<file path="config.mk">
export PLATFORM = sky130hd
export DESIGN_NAME = multiplexador_br_arbitrado
export DESIGN_NICKNAME = d
export VERILOG_FILES = /design/src/rtl/multiplexador_br_arbitrado.sv
export SDC_FILE = /design/constraint.sdc
export NUM_CORES = 1
export LEC_CHECK = 0
export BUFFER_PORTS_ARGS = -buffer_cell sky130_fd_sc_hd__buf_2
export CAP_MARGIN = 20
export CORE_ASPECT_RATIO = 0.75
export CORE_MARGIN = 2
export CORE_UTILIZATION = 44
export CTS_CLUSTER_DIAMETER = 100
export DETAILED_ROUTE_END_ITERATION = 10
export HOLD_SLACK_MARGIN = 0.15
export PLACE_DENSITY = 0.86
export SLEW_MARGIN = 5
export SYNTH_ARGS = -nofsm -noshare
export SYNTH_HDL_FRONTEND = slang
export SYNTH_SLANG_ARGS = --single-unit
</file>
<file path="constraint.sdc">
create_clock -name clock -period 4.9 [get_ports clock]
set_input_delay 0.245 -clock clock [delete_from_list [all_inputs] [get_ports clock]]
set_output_delay 0.245 -clock clock [all_outputs]
set_load 0.02 [all_outputs]
</file>
<file path="src/rtl/multiplexador_br_arbitrado.sv">
// rtl/multiplexador_br_arbitrado.sv - N-channel registered write-back mux with direct or round-robin selection
module multiplexador_br_arbitrado #(
    parameter  int LARGURA = 32,
    parameter  int CANAIS  = 4,
    localparam int SEL_W   = (CANAIS > 1) ? $clog2(CANAIS) : 1
) (
    input  logic                      clock,
    input  logic                      reset,
    input  logic                      modo,
    input  logic [SEL_W-1:0]          flag,
    input  logic [CANAIS*LARGURA-1:0] entradas,
    input  logic [CANAIS-1:0]         entradas_validas,
    output logic [CANAIS-1:0]         entradas_prontas,
    output logic [LARGURA-1:0]        saida,
    output logic                      saida_valida,
    input  logic                      saida_pronta,
    output logic [SEL_W-1:0]          canal_saida
);

    logic [LARGURA-1:0] saida_q, saida_d;
    logic               valida_q, valida_d;
    logic [SEL_W-1:0]   canal_q, canal_d;
    logic [SEL_W-1:0]   ptr_q, ptr_d;

    logic               carregar;
    logic               tem_grant;
    logic [SEL_W-1:0]   g;
    logic [SEL_W-1:0]   idx_s;
    int                 idx;

    assign carregar = !valida_q || saida_pronta;

    // Grant selection: flag lookup in direct mode, first valid channel from ptr in round-robin mode
    always_comb begin
        tem_grant = 1'b0;
        g         = '0;
        idx       = 0;
        idx_s     = '0;
        if (!modo) begin
            if (int'(flag) < CANAIS) begin
                if (entradas_validas[flag]) begin
                    tem_grant = 1'b1;
                    g         = flag;
                end
            end
        end else begin
            // Walk backwards so the channel closest to ptr is the last (winning) assignment
            for (int k = CANAIS - 1; k >= 0; k--) begin
                idx = int'(ptr_q) + k;
                if (idx >= CANAIS) begin
                    idx = idx - CANAIS;
                end
                idx_s = SEL_W'(idx);
                if (entradas_validas[idx_s]) begin
                    tem_grant = 1'b1;
                    g         = idx_s;
                end
            end
        end
    end

    // Accept strobe: only the granted channel, only when the output stage can load, never during reset
    always_comb begin
        entradas_prontas = '0;
        if (tem_grant && carregar && !reset) begin
            entradas_prontas[g] = 1'b1;
        end
    end

    // Next state of the output stage and round-robin pointer
    always_comb begin
        saida_d  = saida_q;
        valida_d = valida_q;
        canal_d  = canal_q;
        ptr_d    = ptr_q;
        if (tem_grant && carregar) begin
            saida_d  = entradas[int'(g)*LARGURA +: LARGURA];
            canal_d  = g;
            valida_d = 1'b1;
            if (modo) begin
                ptr_d = (int'(g) == CANAIS - 1) ? '0 : g + SEL_W'(1);
            end
        end else if (saida_pronta) begin
            valida_d = 1'b0;
        end
    end

    // Output register and pointer, cleared immediately on reset
    always_ff @(posedge clock or posedge reset) begin
        if (reset) begin
            saida_q  <= '0;
            valida_q <= 1'b0;
            canal_q  <= '0;
            ptr_q    <= '0;
        end else begin
            saida_q  <= saida_d;
            valida_q <= valida_d;
            canal_q  <= canal_d;
            ptr_q    <= ptr_d;
        end
    end

    assign saida        = saida_q;
    assign saida_valida = valida_q;
    assign canal_saida  = canal_q;

endmodule

</file>
# Word-level counts from Yosys, hierarchy flattened
# Cells that the tools add are included.
[totals]
output_inout_bits = 39
reg_bits = 37
wordCells = 69
[classes]
addsub = 8
reduce_logical = 8
n_eq_ne = 1
n_mux = 36
magnitude_cmp = 11
n_shift = 1
[ops]
columns = ["operator", "n"]
rows = [
  ["indexed part select 128 x 8 -> 32 bit", 1],
  ["two-way mux 2 bit", 15],
  ["< comparator 2 x 3 -> 1 bit (second input constant)", 6],
  ["two-way mux 1 bit", 14],
  ["binary-select mux 1 bit (select 2 bit)", 5],
  ["greater-or-equal comparator 3 bit (second input constant)", 3],
  ["subtractor 2 x 1 -> 2 bit (second input constant)", 4],
  ["adder 2 x 2 -> 3 bit (second input constant)", 2],
  ["two-way mux 4 bit", 1],
  ["adder 2 x 1 -> 3 bit (second input constant)", 1],
  ["greater-or-equal comparator 2 x 3 -> 1 bit (second input constant)", 1],
  ["logical AND 1 bit", 3],
  ["adder 2 x 1 -> 2 bit (second input constant)", 1],
  ["demux 1 bit (select 2 bit)", 1],
  ["equality test 2 x 1 -> 1 bit (second input constant)", 1],
  ["greater-or-equal comparator 2 x 1 -> 1 bit (second input constant)", 1],
  ["zero test 1 bit", 2],
  ["AND reduction 2 bit", 1],
  ["nonzero test 2 bit", 1],
  ["logical OR 1 bit", 1],
]

# Logic depth before layout (Yosys ltp)
[depth]
word_depth = 16
depth_mapped = 9
ltp_nobuf = 7

# Worst setup path before layout
# No wires, ideal clock.
[synth_timing]
path_kind = "register to output"
startpoint = "reg ptr_q[1]"
endpoint = "out entradas_prontas[2]"
path_slack_ns = 2.540
arrival_ns = 2.115
path_buffers = 2
path_stages_with_launch = 7
cell_sequence = "dfrtp_1 > or4b_1 > o311ai_1 > o21ai_1 > buf_6 > buf_6 > nor4b_1"
[synth_between]
elab_chain_cells = 16
[synth_rtl]
columns = ["item", "line", "rtl"]
rows = [
  ["start: declaration", "23", "logic [SEL_W-1:0] ptr_q, ptr_d;"],
  ["start signal: assignment", "99", "ptr_q <= ptr_d;"],
  ["adder 2 x 2 -> 3 bit", "49", "idx = int'(ptr_q) + k;"],
  ["greater-or-equal comparator 3 bit / subtractor 2 x 1 -> 2 bit (equally long branches)", "50, 51", ""],
  ["two-way mux 2 bit", "50", "if (idx >= CANAIS) begin"],
  ["two-way mux 2 bit", "39", "if (!modo) begin"],
  ["binary-select mux 1 bit (select 2 bit)", "54", "if (entradas_validas[idx_s]) begin"],
  ["two-way mux 1 bit (implied by the code)", "54", ""],
  ["two-way mux 2 bit (4 in series)", "54", ""],
  ["two-way mux 2 bit", "39", ""],
  ["< comparator 2 x 3 -> 1 bit (implied by the code) / greater-or-equal comparator 2 x 1 -> 1 bit (equally long branches)", "66", "entradas_prontas[g] = 1'b1;"],
  ["logical AND 1 bit (implied by the code)", "66", ""],
  ["two-way mux 1 bit (implied by the code)", "66", ""],
  ["demux 1 bit (select 2 bit)", "66", ""],
  ["two-way mux 4 bit (*)", "65", "if (tem_grant && carregar && !reset) begin"],
  ["end: declaration", "13", "output logic [CANAIS-1:0] entradas_prontas,"],
]
# Every way passes the cells marked *; elsewhere a longest branch is shown, timed or not. The select of a mux whose other input is x is not followed.

# Worst setup path after layout
# Ends and elaborated chain as after synthesis.

==> flow_summary.yaml <==
clock_network:
  insertion_delay_ns: 0.28
  cts_root_buf: "clkbuf_8"
  path_clk_slew_ns: 0.07
  cts_tree: "yes"
  cts_setup_buffers: 0
  clock-sinks: 37
  cts_buffer_depth: 2
  numCtsBuffers: 5
  htree_levels: 2
power_and_ir_drop:
  cell_internal_pwr_uw: 821
  peakVddDrop_mv: 0.184
  sw_frac_of_total: 0.413
  power.switching_uw: 578
  clkPwrFrac: 0.145
  power_frac_seq: 0.343
  power_density_nw_per_um2: 410
  combinationalPowerShare: 0.513
  leakagePower_uw: 0.00179
grt:
  grt_overflow: 0
  grt_max_degree: 39
  grt_pass1_vias: 2516
  grt_pass1_wl_mm: 11.5
  antenna_found_initial: 0
  grt_usage: 0.231
timing:
  timing.fmax_mhz: 362
  skew_ns: 0.00583
  hold_violations: 0
  holdWs_ns: 0.263
  worst_pin_slew_ns: 0.730
  period_needed_ns: 2.76
  finalSetupTns_ns: 0
  setup_viol: 0
  period_share: 0.564
  final_max_slew_viol_count: 0
  maxSlewHeadroom: 0.514
  rsz0062_at_grt: "no"
outcome:
  status: "completed"
floorplanning:
  io-pin-count: 177
  die_h_um: 68.4
  core_area_um2: 5350
  die_area_um2: 6150
  initial_utilization: 0.455
  dieWidth_um: 89.9
  rows: 23
placed_design:
  gp_routability_congestion: 0.890
  portBuffers: 176
  dp_hpwl_mm: 5.50
  dp_cells: 462
route:
  vias_per_cell: 5.31
  vias: 2504
  drt-total-wl_mm: 7.18
  drtPass1Iterations: 4
  drc: 0
  antenna_left: 0
  wl_per_cell_um: 15.2
  initialDrtViolationCount: 70
layout:
  final_nets: 535
  layout_commonest_cell: "buf_2"
  n_antenna_cell: 0
  layout_common_cells: "buf_2 (176), mux2i_1 (66), dfrtp_1 (37), nand2_1 (36), o221ai_1 (32)"
  drive_above_1_share: 0.486
  fillCellCount: 453
  post-route-util: 0.637
  register_area_um2: 926
  multi_input_area_um2: 1330
  fin_cells: 472
  area_growth_pct: 40.1
logic_synthesis:
  synth_edf_count: 0
  syn_area_um2: 2430
  yosysSeqAreaShare: 0.380
  ys_seq_elements: 37
  synth_cell_types: 29
  syn_inst: 226
  synthArstFlopShare: 1.00
  synth_nets: 365
  yosys_most_used_dff: "dfrtp_1"
  avgSynthCellArea_um2: 10.8
  yosys_warnings: 0
critical_path:
  cp-end-kind: "output port"
  worst_path_dominant_cell_family: "simple AND/OR/NAND/NOR gates"
  slowest_delay_ns: 0.56
  crit_fanout: 36
  path_buf_inv: 2
  cp-start-kind: "flop"
  path_class: "flop to output port"
  path_cells: "or4b_1 -> o311ai_1 -> o21ai_4 -> buf_4 -> nor4b_1 -> buf_2"
  cpMaxStageDelayCell: "or4b_1"
  required_ns: 4.66
  cp.arrival_ns: 2.52
worst_hold_path:
  hold_path.class: "input pin to flop"
flow_run:
  cap_viol_max_count: 0
==> tightest hold or removal path, stage by stage <==
cell and delay [ns]:
buf_2 0.13, a21oi_1 0.08, nand2_1 0.06
==> worst paths after layout <==
kind                            from                   to  slack [ns]  depth (start not counted)
min reg2reg                saida[24]            saida[24]        0.48                          2
max reg2reg                 ptr_q[1]            saida[22]        2.51                          7
min in group asynchronous      reset            saida[15]        0.64                          3
max in group asynchronous      reset             saida[4]        3.53                          4
min                             modo         saida_valida        0.26                          3
max                         ptr_q[1]  entradas_prontas[2]        2.14                          6
==> cells in the mapped netlist, types with 2 or more instances <==
cell type | count | area (um2)
nor4b_1 | 2 | 17.5
a21oi_1 | 4 | 20.0
mux2_2 | 3 | 33.8
buf_4 | 6 | 45.0
o211ai_1 | 2 | 15.0
nand2b_1 | 5 | 31.3
nand2_1 | 36 | 135
mux2i_1 | 66 | 661
buf_2 | 3 | 15.0
or2_1 | 2 | 12.5
nor3b_1 | 2 | 15.0
buf_6 | 11 | 124
dfrtp_1 | 37 | 926
o221ai_1 | 32 | 280
==> power by group through the flow <==
stage	registers (uW)	logic, uW	clock network (uW)
after detailed placement	484	713	0
after global placement	478	682	0
after global routing	491	780	223
after CTS	479	714	208
after floorplan	603	385	0
final	479	717	203
==> kinds of logic (layout without fill, tap and decap cells) <==
group | count (synthesis) | in the layout | synth area share
adders and majority gates | 1 | 1 | 0.00514
and+or+nand+nor | 53 | 53 | 0.103
DFF | 37 | 37 | 0.380
AOI/OAI and AO/OA | 44 | 44 | 0.148
muxes | 69 | 69 | 0.285
buffers and inverters | 22 | 193 | 0.0786
==> flip-flops by register name, summed over array words and instances, names as in the netlist <==
signal,flops
ptr_q,2
saida,32
saida_valida,1
canal_saida,2
==> per-stage QoR <==
| stage | power (uW) | instance area (um2) | setup WS (ns) |
|---|---|---|---|
| floorplan | 988 | 2430 | 2.54 |
| global placement | 1160 | 3260 | 1.93 |
| detailed placement | 1200 | 3290 | 2.18 |
| CTS | 1400 | 3380 | 2.14 |
| global route | 1490 | 3410 | 1.93 |
| finish | 1400 | 3410 | 2.14 |
==> routing by layer <==
metal	part of all wire	GRT usage	routed length, um	up-vias
li1	-	-	-	1200
met1	0.39	0.254	2830	1172
met2	0.51	0.447	3650	119
met3	0.082	0.0617	591	13
met4	0.015	0.0788	110	0
met5	0	0	0	-
==> area by class of cell <==
class                      instances  area share
multi-input combinational        167       0.389
timing repair buffer             183       0.286
sequential                        37       0.271
tap                               75      0.0275
clock buffer                       8      0.0235
inverter                           2     0.00220
==> repair_timing <==
item / in CTS / in global routing
hold buffers: 1 / 0
gates resized for setup: 0 / 0
endpoints found under the hold margin: 16 / 0
No activity file was read; power rests on OpenSTA's default activity.
